$ cat config.mk
export PLATFORM = sky130hd
export DESIGN_NAME = div_unit_flat
export DESIGN_NICKNAME = d
export VERILOG_FILES = /design/src/rtl/div_unit_if.sv /design/src/rtl/div_unit.sv /design/src/flat_wrapper.sv
export SDC_FILE = /design/constraint.sdc
export NUM_CORES = 1
export LEC_CHECK = 0
export CORE_MARGIN = 2
export CORE_UTILIZATION = 57
export DETAILED_ROUTE_END_ITERATION = 8
export GPL_TIMING_DRIVEN = 0
export HOLD_SLACK_MARGIN = 0.03
export PLACE_DENSITY = 0.8
export SETUP_SLACK_MARGIN = 0.2
export SYNTH_ARGS = -nofsm -noshare
export SYNTH_HDL_FRONTEND = slang
export SYNTH_SLANG_ARGS = --single-unit
$ cat constraint.sdc
create_clock -name clk -period 6.7 [get_ports clk]
set_input_delay 1.005 -clock clk [delete_from_list [all_inputs] [get_ports clk]]
set_output_delay 1.005 -clock clk [all_outputs]
set_load 0.01 [all_outputs]
$ cat src/rtl/div_unit_if.sv
// Divide request/response bundle between the execute stage (master) and the divider (slave).
interface div_unit_if #(parameter int DATA_W = 32);
    logic                  signed_div_i;
    logic [DATA_W-1:0]     opdata1_i;
    logic [DATA_W-1:0]     opdata2_i;
    logic                  start_i;
    logic                  annul_i;
    logic [2*DATA_W-1:0]   result_o;
    logic                  ready_o;

    modport master (
        output signed_div_i, opdata1_i, opdata2_i, start_i, annul_i,
        input  result_o, ready_o
    );

    modport slave (
        input  signed_div_i, opdata1_i, opdata2_i, start_i, annul_i,
        output result_o, ready_o
    );
endinterface

$ cat src/rtl/div_unit.sv
// Iterative restoring divider for DIV/DIVU: one quotient bit per cycle,
// result {remainder, quotient} held until the initiator drops start.
module div_unit #(
    parameter int DATA_W = 32
) (
    input  logic       clk,
    input  logic       rst,
    div_unit_if.slave  bus
);
    localparam int W = DATA_W;

    typedef enum logic [1:0] {S_FREE, S_BYZERO, S_ON, S_END} state_t;

    state_t          state, state_n;
    logic [5:0]      cnt, cnt_n;
    logic [2*W:0]    dividend, dividend_n;
    logic [W-1:0]    divisor, divisor_n;
    logic            neg1, neg1_n, neg2, neg2_n;
    logic            ready, ready_n;
    logic [2*W-1:0]  result, result_n;

    logic [W-1:0]    abs1, abs2, quo, rem, quo_fix, rem_fix;
    logic [W:0]      diff;
    logic            accept, done;

    assign accept = bus.start_i && !bus.annul_i;
    assign done   = (cnt == 6'(W));

    always_ff @(posedge clk or posedge rst) begin
        if (rst) state <= S_FREE;
        else     state <= state_n;
    end

    always_comb begin
        state_n = state;
        case (state)
            S_FREE:   if (accept) state_n = (bus.opdata2_i == '0) ? S_BYZERO : S_ON;
            S_BYZERO: state_n = bus.annul_i ? S_FREE : S_END;
            S_ON: begin
                if (bus.annul_i)  state_n = S_FREE;
                else if (done)    state_n = S_END;
            end
            S_END:    if (bus.annul_i || !bus.start_i) state_n = S_FREE;
            default:  state_n = S_FREE;
        endcase
    end

    // Magnitudes feed the unsigned core; the sign flags restore signs at the end.
    always_comb begin
        abs1    = (bus.signed_div_i && bus.opdata1_i[W-1]) ? -bus.opdata1_i : bus.opdata1_i;
        abs2    = (bus.signed_div_i && bus.opdata2_i[W-1]) ? -bus.opdata2_i : bus.opdata2_i;
        diff    = dividend[2*W:W] - {1'b0, divisor};
        quo     = dividend[W-1:0];
        rem     = dividend[2*W:W+1];
        quo_fix = (neg1 ^ neg2) ? -quo : quo;
        rem_fix = neg1 ? -rem : rem;
    end

    always_comb begin
        cnt_n      = cnt;
        dividend_n = dividend;
        divisor_n  = divisor;
        neg1_n     = neg1;
        neg2_n     = neg2;
        ready_n    = ready;
        result_n   = result;
        case (state)
            S_FREE: begin
                ready_n  = 1'b0;
                result_n = '0;
                if (accept) begin
                    neg1_n     = bus.signed_div_i && bus.opdata1_i[W-1];
                    neg2_n     = bus.signed_div_i && bus.opdata2_i[W-1];
                    divisor_n  = abs2;
                    dividend_n = {{W{1'b0}}, abs1, 1'b0};
                    cnt_n      = '0;
                end
            end
            S_BYZERO: begin
                result_n = '0;
                ready_n  = !bus.annul_i;
            end
            S_ON: begin
                if (bus.annul_i) begin
                    cnt_n    = '0;
                    ready_n  = 1'b0;
                    result_n = '0;
                end else if (done) begin
                    result_n = {rem_fix, quo_fix};
                    ready_n  = 1'b1;
                end else begin
                    if (diff[W]) dividend_n = {dividend[2*W-1:0], 1'b0};
                    else         dividend_n = {diff[W-1:0], dividend[W-1:0], 1'b1};
                    cnt_n = cnt + 6'd1;
                end
            end
            S_END: begin
                if (bus.annul_i || !bus.start_i) begin
                    ready_n  = 1'b0;
                    result_n = '0;
                end
            end
            default: begin
                ready_n  = 1'b0;
                result_n = '0;
            end
        endcase
    end

    always_ff @(posedge clk or posedge rst) begin
        if (rst) begin
            cnt      <= '0;
            dividend <= '0;
            divisor  <= '0;
            neg1     <= 1'b0;
            neg2     <= 1'b0;
            ready    <= 1'b0;
            result   <= '0;
        end else begin
            cnt      <= cnt_n;
            dividend <= dividend_n;
            divisor  <= divisor_n;
            neg1     <= neg1_n;
            neg2     <= neg2_n;
            ready    <= ready_n;
            result   <= result_n;
        end
    end

    assign bus.ready_o  = ready;
    assign bus.result_o = result;
endmodule

$ cat src/flat_wrapper.sv
// flat-port wrapper written by rule: the top's interface ports become plain ports
module div_unit_flat 
#(
    parameter int DATA_W = 32
)
  (clk, rst, bus_signed_div_i, bus_opdata1_i, bus_opdata2_i, bus_start_i, bus_annul_i, bus_result_o, bus_ready_o);
  div_unit_if #(.DATA_W(DATA_W)) bus_i ();
  input  logic clk;
  input  logic rst;
  input wire logic [$bits(bus_i.signed_div_i)-1:0] bus_signed_div_i;
  input wire logic [$bits(bus_i.opdata1_i)-1:0] bus_opdata1_i;
  input wire logic [$bits(bus_i.opdata2_i)-1:0] bus_opdata2_i;
  input wire logic [$bits(bus_i.start_i)-1:0] bus_start_i;
  input wire logic [$bits(bus_i.annul_i)-1:0] bus_annul_i;
  output wire logic [$bits(bus_i.result_o)-1:0] bus_result_o;
  output wire logic [$bits(bus_i.ready_o)-1:0] bus_ready_o;
  assign bus_i.signed_div_i = bus_signed_div_i;
  assign bus_i.opdata1_i = bus_opdata1_i;
  assign bus_i.opdata2_i = bus_opdata2_i;
  assign bus_i.start_i = bus_start_i;
  assign bus_i.annul_i = bus_annul_i;
  assign bus_result_o = bus_i.result_o;
  assign bus_ready_o = bus_i.ready_o;
  div_unit #(.DATA_W(DATA_W)) u_core (.clk(clk), .rst(rst), .bus(bus_i));
endmodule
# After elaboration in Yosys (flattened, before gate mapping)

Index checks and enable logic that the tools add are counted.

Output and inout port bits: 65
Register bits: 172
Word-level logic and storage cells: 68
Bits of input ports: 69

Reductions and logical operators: 15
Mux-type cells: 28
Eq/ne operators: 10
Bitwise operators: 1
Add/subtract/negate cells: 6

Operators with widths:

| kind                                                                    | count |
|---|---|
| 65-bit two-way mux                                                      | 4 |
| 64-bit two-way mux                                                      | 3 |
| 64-bit case mux with 3 select lines                                     | 1 |
| 65-bit case mux with 2 select lines                                     | 1 |
| 32-bit two-way mux                                                      | 4 |
| 32-bit negator                                                          | 4 |
| 33-bit by 32-bit subtractor with 33-bit output                          | 1 |
| 32-bit logical NOT                                                      | 1 |
| 6-bit two-way mux                                                       | 3 |
| 2-bit two-way mux                                                       | 6 |
| 6-bit case mux with 2 select lines                                      | 1 |
| 2-bit case mux with 4 select lines                                      | 1 |
| 6-bit by 1-bit adder with 6-bit output, second input constant           | 1 |
| 6-bit == test, second input constant                                    | 1 |
| 3-bit AND reduction                                                     | 2 |
| 2-bit == test, second input constant                                    | 2 |
| 2-bit by 1-bit inequality test with 1-bit output, second input constant | 2 |
| 2-bit inequality test, second input constant                            | 2 |
| 1-bit case mux with 4 select lines                                      | 1 |
| 2-bit AND reduction                                                     | 2 |
| 4-bit AND reduction                                                     | 1 |
| 1-bit logical AND                                                       | 3 |
| 1-bit two-way mux                                                       | 3 |
| 3-bit by 2-bit inequality test with 1-bit output, second input constant | 1 |
| 8 further kinds                                                         | 9 |

# Logic depth before layout (Yosys ltp)

Gate-level depths: netlist (run 1).

Depth in word-level cells: 5
Depth in mapped cells: 14

# Worst setup path after synthesis (run 1)

No wires, ideal clock.

Path type: input to register
Start: in bus_opdata2_i[8]
End: reg u_core.divisor[28]
Buffers on the path: 0
Arrival time: 3051 ps
Stages: 8
Setup slack: 3516 ps
Required time: 6567 ps
Cell sequence: or4_4 -> nor4_4 -> nand3_1 -> or4_1 -> nand2b_4 -> o41ai_2 -> xor2_1 -> o21ai_0

Longest elaborated chain between the ends: 2

Ends and longest elaborated chain:

| what                 | RTL line           | source |
|---|---|---|
| from (decl)          | flat_wrapper.sv:12 | `input wire logic [$bits(bus_i.opdata2_i)-1:0] bus_opdata2_i;` |
| 32-bit negator       | div_unit.sv:51     | `abs2 = (bus.signed_div_i && bus.opdata2_i[W-1]) ? -bus.opdata2_i : bus.opdata2_i;` |
| 32-bit two-way mux   | div_unit.sv:51     |  |
| to (signal assigned) | div_unit.sv:122    | `divisor <= divisor_n;` |
| to (decl)            | div_unit.sv:17     | `logic [W-1:0] divisor, divisor_n;` |

No other way between the ends.
A chain may end at the register's enable or synchronous reset.

# Worst setup path after layout (run 1)

Start: reg u_core.divisor[0]
End: reg u_core.dividend[58]

Longest elaborated chain between the ends: 5

Ends and longest elaborated chain:

| what                                           | RTL line        | source |
|---|---|---|
| 33-bit by 32-bit subtractor with 33-bit output | div_unit.sv:52  | `diff = dividend[2*W:W] - {1'b0, divisor};` |
| 65-bit two-way mux                             | div_unit.sv:92  | `if (diff[W]) dividend_n = {dividend[2*W-1:0], 1'b0};` |
| 65-bit two-way mux                             | div_unit.sv:88  | `end else if (done) begin` |
| 65-bit two-way mux                             | div_unit.sv:84  | `if (bus.annul_i) begin` |
| 65-bit case mux with 2 select lines            | div_unit.sv:67  | `case (state)` |
| to (signal assigned)                           | div_unit.sv:121 | `dividend <= dividend_n;` |
| to (decl)                                      | div_unit.sv:16  | `logic [2*W:0] dividend, dividend_n;` |

No other way between the ends. The select of a mux whose other input is x is not followed.

==> results.sh, run 1 <==
export IMPL_netlist_top_cell_by_area="sky130_fd_sc_hd__dfrtp_1"
export IMPL_num_nets_final=1628
export IMPL_synthesized_net_count=1475
export IMPL_postLayoutSetupSlackWorst_ns=2.867
export IMPL_cts_resized=0
export IMPL_critical_path_endpoint_type="flip-flop"
export IMPL_crit_type="flip-flop to flip-flop"
export IMPL_rsz0062_at_grt="false"
export IMPL_final_layout_size_suffix_gt1_frac=0.04385
export IMPL_clkSlewWorstSetupHoldPaths_ns=0.06
export IMPL_synth_cells_most_frequent="sky130_fd_sc_hd__nand2_1 (233), sky130_fd_sc_hd__o21ai_0 (202), sky130_fd_sc_hd__dfrtp_1 (172)"
export IMPL_report_final_hold_viol_count=0
export IMPL_maxClockFrequency_mhz=260.9
export IMPL_critical_path_required_ns=7.05
export IMPL_start_kind="flip-flop"
export IMPL_drt_antenna_violating_nets=0
export IMPL_area_used_by_multi_input_combinational_logic_sq_mm=0.006671
export IMPL_clock_latency_on_the_worst_skew_pair_ns=0.44
export IMPL_worst_clock_skew_ns=0.008584
export IMPL_clockRootBuffer="sky130_fd_sc_hd__clkbuf_16"
export IMPL_first_global_vias=10250
export IMPL_whs_path_depth=2
export IMPL_yosys_reg_bits=172
export IMPL_critical_path_arrival_ns=4.19
export IMPL_cts_setup_buffers=0
export IMPL_die_height_um=145.7
export IMPL_p_per_area_mw_per_mm2=484.6
export IMPL_antenna_violations_before_repair=0
export IMPL_cp_cell_sequence="ha_1, fa_1, nand2b_1, a21oi_1, o21a_1, a21o_1, a21oi_1, o21ai_0, xor2_1, buf_2, buf_2, o2111ai_1, o221ai_1"
export IMPL_synth_sequential_area_ratio=0.3760
export IMPL_worst_path_largest_cell_delay_ns=0.41
export IMPL_die_w_um=145.7
export IMPL_gr_ovfl_total=0
export IMPL_setup_violations_final=0
export IMPL_globalplace_congestion=0.9277
export IMPL_synth_edf_count=0
export IMPL_filler_cell_count=1580
export IMPL_synthesis_area_per_instance_sq_um=8.399
export IMPL_firstDrtPassIters=6
export IMPL_outcome="finished clean"
export IMPL_p_leak_nw=5.948
export IMPL_post_dp_cell_area_sq_mm=0.01316
export IMPL_final_setup_tns_ns=0
export IMPL_largest_net_degree_at_the_start_of_global_routing=123
export IMPL_synthesis_instances=1363
export IMPL_ys_warn_count=0
export IMPL_max_clock_path_buffers=2
export IMPL_period_share=0.5721
export IMPL_h_tree_levels=4
export IMPL_groute_usage_overall=0.3030
export IMPL_finish_instance_area_sq_mm=0.01383
export IMPL_via_per_inst=5.938
export IMPL_synth_top_flop_cell="sky130_fd_sc_hd__dfrtp_1"
export IMPL_crit_fanout=10
export IMPL_post_drt_wl_per_cell_um=17.82
export IMPL_timing_max_slew_rel_slack=0.2796
export IMPL_grt_first_pass_wirelength_mm=52.38
export IMPL_cts_tree="built"
export IMPL_maxSlewViolCount=0
export IMPL_finalWorstPathRequiredPeriod_ns=3.833
export IMPL_route_final_wire_length_mm=31.95
export IMPL_drc=0
export IMPL_finalPower_mw=6.700
export IMPL_timing_worst_slew_pin_value_ns=1.071
export IMPL_via_count=10650
export IMPL_fp_coreArea_sq_mm=0.01959
export IMPL_drt_iter0_markers=915
export IMPL_drv_max_cap_violation_count=0
export IMPL_timing_hold_worst_class="flip-flop to flip-flop"
export IMPL_r2r_cells=13
export IMPL_yosysMostFrequentCell="sky130_fd_sc_hd__nand2_1"
export IMPL_antenna_diode_count=0
export IMPL_netlist_top_cells_area="sky130_fd_sc_hd__dfrtp_1 (38%), sky130_fd_sc_hd__o21ai_0 (8.8%), sky130_fd_sc_hd__nand2_1 (7.6%)"
export IMPL_port_buffer_count=133
export IMPL_max_vdd_ir_drop_uv=264.7
export IMPL_cpMaxStageDelayCell="sky130_fd_sc_hd__dfrtp_1"
export IMPL_cts_hold_fix_buffers=0
export IMPL_register_area_sq_mm=0.004304
export IMPL_area_delta_synth_final_pct=20.78
export IMPL_number_of_buffers_created_by_cts=17
export IMPL_clock_sinks=172
export IMPL_synthesis_area_sq_mm=0.01145
export IMPL_synthArstFlopShare=1.000
export IMPL_fp_row_count=51
export IMPL_dp_wirelength_mm=24.45
export IMPL_dieArea_sq_mm=0.02123
export IMPL_dp_slack_ns=2.671
export IMPL_ios=134
export IMPL_synth_largest_type_area_fraction=0.3760
export IMPL_synth_cell_types=71
export IMPL_floorplan_initialDensity=0.5844
export IMPL_final_util=0.7058
[worst max-delay path, delay by kind of cell, from the launching register on]
| kind | cells | cell delay [ns] |
|---|---|---|
| AOI/OAI and AO/OA | 7 | 1.56 |
| xor gates and xnor gates | 1 | 0.23 |
| adders and majority gates | 2 | 0.62 |
| buffers and inverters | 2 | 0.74 |
| DFF | 1 | 0.41 |
| and+or+nand+nor | 1 | 0.20 |
[final timing paths]
path,startpoint,slack [ns],end
worst max-delay path,u_core.divisor[0]$_DFFE_PP0P_,2.87,u_core.dividend[58]$_DFFE_PP0P_
worst min-delay path,u_core.bus.result_o[7]$_DFFE_PP0P_,0.47,u_core.bus.result_o[7]$_DFFE_PP0P_
worst max register to register,u_core.divisor[0]$_DFFE_PP0P_,2.87,u_core.dividend[58]$_DFFE_PP0P_
worst min register to register,u_core.bus.result_o[7]$_DFFE_PP0P_,0.47,u_core.bus.result_o[7]$_DFFE_PP0P_
max in group asynchronous,rst,4.83,u_core.dividend[56]$_DFFE_PP0P_
min in group asynchronous,rst,0.95,u_core.cnt[5]$_DFFE_PP0P_
[logic make-up (layout without fill, tap and decap cells)]
group | count (synthesis) | after routing | share of synthesized area
fa+ha+maj | 43 | 43 | 0.04765
flops | 172 | 172 | 0.3760
xor+xnor | 145 | 145 | 0.1109
mux | 36 | 36 | 0.03148
compound gates | 399 | 399 | 0.2067
buf+inv | 126 | 291 | 0.04208
simple gates | 442 | 442 | 0.1852
[registers in the layout, summed over array words and instances (netlist names)]
| signal | cells |
|---|---|
| u_core.divisor | 32 |
| u_core.bus.result_o | 64 |
| u_core.state | 2 |
| u_core.neg1 | 1 |
| u_core.neg2 | 1 |
| u_core.bus.ready_o | 1 |
| u_core.cnt | 6 |
| u_core.dividend | 65 |
[layout make-up]
| class | instances | area share |
|---|---|---|
| Buffer | 68 | 0.01909 |
| Clock buffer | 20 | 0.03303 |
| Clock inverter | 11 | 0.01556 |
| Inverter | 58 | 0.01629 |
| Multi-Input combinational cell | 1065 | 0.4825 |
| Sequential cell | 172 | 0.3113 |
| Tap cell | 265 | 0.02398 |
| Timing Repair Buffer | 134 | 0.09827 |
[layout by cell type (no fill, tap or decap), types with 42 or more instances in the layout]
cell / netlist / layout
sky130_fd_sc_hd__xor2_1: 87 / 87
sky130_fd_sc_hd__clkbuf_1: 58 / 59
sky130_fd_sc_hd__ha_1: 42 / 42
sky130_fd_sc_hd__dfrtp_1: 172 / 172
sky130_fd_sc_hd__a21oi_1: 86 / 86
sky130_fd_sc_hd__nor2_1: 78 / 78
sky130_fd_sc_hd__o21ai_0: 202 / 202
sky130_fd_sc_hd__clkdlybuf4s50_1: 0 / 133
sky130_fd_sc_hd__inv_1: 58 / 57
sky130_fd_sc_hd__nand2_1: 233 / 233
sky130_fd_sc_hd__xnor2_1: 58 / 58
[where the power goes]
| group | internal, mW | switching, mW | total [mW] |
|---|---|---|---|
| combinational | 1.57 | 2.31 | 3.88 |
| sequential | 1.31 | 0.372 | 1.68 |
| clock | 0.717 | 0.422 | 1.14 |
[per-layer routing]
metal,GRT usage,up-vias,part of all wire
li1,-,5087,-
met1,0.4145,5020,0.44
met2,0.4889,473,0.46
met3,0.05643,66,0.080
met4,0.09951,0,0.025
met5,0,-,0
[stage by stage]
step,instances,hold slack [ns]
after floorplan,1363,0.4498
after global routing,1793,0.4997
after detailed placement,1762,0.4688
after global placement,1761,0.4604
final,1793,0.4743
after CTS,1793,0.4834
Note: power is estimated with default switching activity, not from simulation.
==> inputs of run 2 (changes only) <==
--- a/config.mk
+++ b/config.mk
@@ -6,11 +6,11 @@
 export NUM_CORES = 1
 export LEC_CHECK = 0
 export CORE_MARGIN = 2
-export CORE_UTILIZATION = 57
+export CORE_UTILIZATION = 52
 export DETAILED_ROUTE_END_ITERATION = 8
 export GPL_TIMING_DRIVEN = 0
 export HOLD_SLACK_MARGIN = 0.03
-export PLACE_DENSITY = 0.8
+export PLACE_DENSITY = 0.77
 export SETUP_SLACK_MARGIN = 0.2
 export SYNTH_ARGS = -nofsm -noshare
 export SYNTH_HDL_FRONTEND = slang
==> constraint.sdc (replaced) <==
create_clock -name clk -period 3.4 [get_ports clk]
set_input_delay 0.51 -clock clk [delete_from_list [all_inputs] [get_ports clk]]
set_output_delay 0.51 -clock clk [all_outputs]
set_load 0.01 [all_outputs]
==> results.sh, run 2 (same netlist as run 1, synthesis figures left out) <==
export IMPL_finalWorstPathRequiredPeriod_ns=3.182
export IMPL_timing_max_slew_rel_slack=0.02137
export IMPL_post_drt_wl_per_cell_um=17.80
export IMPL_final_layout_size_suffix_gt1_frac=0.06108
export IMPL_fp_row_count=54
export IMPL_crit_reg_reg_startpoint="u_core.dividend[37]$_DFFE_PP0P_"
export IMPL_filler_cell_count=1815
export IMPL_globalplace_congestion=0.9503
export IMPL_outcome="finished clean"
export IMPL_period_share=0.9359
export IMPL_crit_fanout=5
export IMPL_instances_no_fill=1819
export IMPL_die_height_um=152.4
export IMPL_maxSlewViolCount=0
export IMPL_dp_wirelength_mm=24.47
export IMPL_number_of_buffers_created_by_cts=17
export IMPL_commonest_non_fill_non_tap_cell_in_the_layout="sky130_fd_sc_hd__nand2_1"
export IMPL_ios=134
export IMPL_finalHoldWorstSlack_ns=0.3818
export IMPL_die_w_um=152.4
export IMPL_cts_hold_fix_buffers=0
export IMPL_h_tree_levels=4
export IMPL_max_clock_path_buffers=2
export IMPL_fp_coreArea_sq_mm=0.02169
export IMPL_firstDrtPassIters=5
export IMPL_critical_path_reg2reg_endpoint="u_core.dividend[64]$_DFFE_PP0P_"
export IMPL_rsz0062_at_grt="true"
export IMPL_commonest_non_fill_non_tap_cells_in_the_layout="sky130_fd_sc_hd__nand2_1 (233), sky130_fd_sc_hd__o21ai_0 (198), sky130_fd_sc_hd__dfrtp_1 (171), sky130_fd_sc_hd__clkdlybuf4s50_1 (133), sky130_fd_sc_hd__xor2_1 (86)"
export IMPL_via_count=10610
export IMPL_report_final_hold_viol_count=0
export IMPL_clockRootBuffer="sky130_fd_sc_hd__clkbuf_16"
export IMPL_largest_register_ffs=65
export IMPL_drv_max_cap_violation_count=0
export IMPL_floorplan_initialDensity=0.5279
export IMPL_antenna_diode_count=0
export IMPL_drc=0
export IMPL_timing_worst_slew_pin_value_ns=1.458
export IMPL_clkSlewWorstSetupHoldPaths_ns=0.07
export IMPL_crit_type="flip-flop to flip-flop"
export IMPL_place_inst=1780
export IMPL_largest_net_degree_at_the_start_of_global_routing=44
export IMPL_cts_tree="built"
export IMPL_setup_violations_final=0
export IMPL_timing_hold_worst_class="input port to asynchronous set/reset pin"
export IMPL_drt_iter0_markers=953
export IMPL_grt_first_pass_wirelength_mm=52.70
export IMPL_area_delta_synth_final_pct=22.11
export IMPL_critical_path_required_ns=3.69
export IMPL_first_global_vias=10160
export IMPL_start_kind="flip-flop"
export IMPL_max_flop_register="u_core.dividend"
export IMPL_clock_sinks=172
export IMPL_critical_path_endpoint_type="flip-flop"
export IMPL_via_per_inst=5.833
export IMPL_antenna_violations_before_repair=0
export IMPL_maxClockFrequency_mhz=314.3
export IMPL_r2r_cells=12
export IMPL_p_leak_nw=5.978
export IMPL_gr_ovfl_total=0
export IMPL_clock_latency_on_the_worst_skew_pair_ns=0.44
export IMPL_critical_path_arrival_ns=3.47
export IMPL_worst_clock_skew_ns=0.01116
export IMPL_groute_usage_overall=0.2792
export IMPL_dieArea_sq_mm=0.02322
export IMPL_port_buffer_count=133
export IMPL_drt_antenna_violating_nets=0
export IMPL_ff2ff_setup_slack_ns=0.22
export IMPL_p_per_area_mw_per_mm2=945.8
export IMPL_max_vdd_ir_drop_uv=430.7
export IMPL_route_final_wire_length_mm=32.38
export IMPL_num_nets_final=1638
==> run 2: cell type report <==
cell class / instances / area [sq um] / share of cell area
sequential: 172 / 4305 / 0.3080
buffer: 68 / 285.3 / 0.02041
inverter: 58 / 221.5 / 0.01584
clock inverter: 13 / 158.9 / 0.01137
timing repair buffer: 144 / 1464 / 0.1047
multi-input combinational: 1065 / 6751 / 0.4829
tap: 280 / 350.3 / 0.02506
clock buffer: 19 / 442.9 / 0.03168
==> run 2: worst max-delay path, stage by stage, from the launching register on <==
cell and delay [ns]:
sky130_fd_sc_hd__dfrtp_1 0.47, sky130_fd_sc_hd__ha_1 0.41, sky130_fd_sc_hd__o21ai_0 0.16, sky130_fd_sc_hd__a2111oi_2 0.37, sky130_fd_sc_hd__o21ai_1 0.11, sky130_fd_sc_hd__buf_4 0.17, sky130_fd_sc_hd__a211oi_2 0.23, sky130_fd_sc_hd__nor4_2 0.06
sky130_fd_sc_hd__buf_4 0.15, sky130_fd_sc_hd__a211oi_2 0.31, sky130_fd_sc_hd__nor4_1 0.08, sky130_fd_sc_hd__o311ai_1 0.33, sky130_fd_sc_hd__o311ai_0 0.19
==> run 2: worst max-delay path by stage <==
stage,from,to,depth (start not counted)
2_1_floorplan,u_core.divisor[0]$_DFFE_PP0P_,u_core.dividend[58]$_DFFE_PP0P_,13
3_3_place_gp,rst,u_core.bus.result_o[56]$_DFFE_PP0P_,2
3_5_place_dp,u_core.divisor[0]$_DFFE_PP0P_,u_core.dividend[58]$_DFFE_PP0P_,13
4_1_cts,u_core.divisor[0]$_DFFE_PP0P_,u_core.dividend[58]$_DFFE_PP0P_,13
5_1_grt,u_core.dividend[48]$_DFFE_PP0P_,u_core.dividend[64]$_DFFE_PP0P_,12
6_report,u_core.dividend[37]$_DFFE_PP0P_,u_core.dividend[64]$_DFFE_PP0P_,12
==> run 2: power by group <==
group	internal, mW	leakage (nW)	switching, mW
Clock	1.12	0.288	0.887
Sequential	2.58	2.30	0.738
Combinational	3.28	3.39	4.62
Total	6.98	5.98	6.25
==> run 2: per-layer routing <==
layer | global-route usage | routed length, um
met5 | 0 | 0
met4 | 0.08500 | 617
met3 | 0.04295 | 2448
met2 | 0.4565 | 15170
met1 | 0.3855 | 14140
==> run 2: repair_timing <==
action / CTS / global route
pin swaps: 4 / 3
gates cloned: 0 / 0
hold endpoints to repair: 0 / 0
setup buffers: 5 / 2
setup endpoints to repair: 56 / 40
resized for setup: 15 / 15
==> run 2: per-stage QoR <==
stage	total power, mW	setup WS, ns	area [sq um]	setup TNS [ns]	utilization
finish	13.22	0.2180	13980	0	0.6446
floorplan	8.908	0.4470	11450	0	-
global placement	10.61	-0.7154	13130	-121.20	0.6056
detailed placement	10.77	-0.3217	13220	-1.642	0.6095
global route	14.20	0.09794	13980	0	0.6446
CTS	13.02	0.1937	13910	0	0.6415
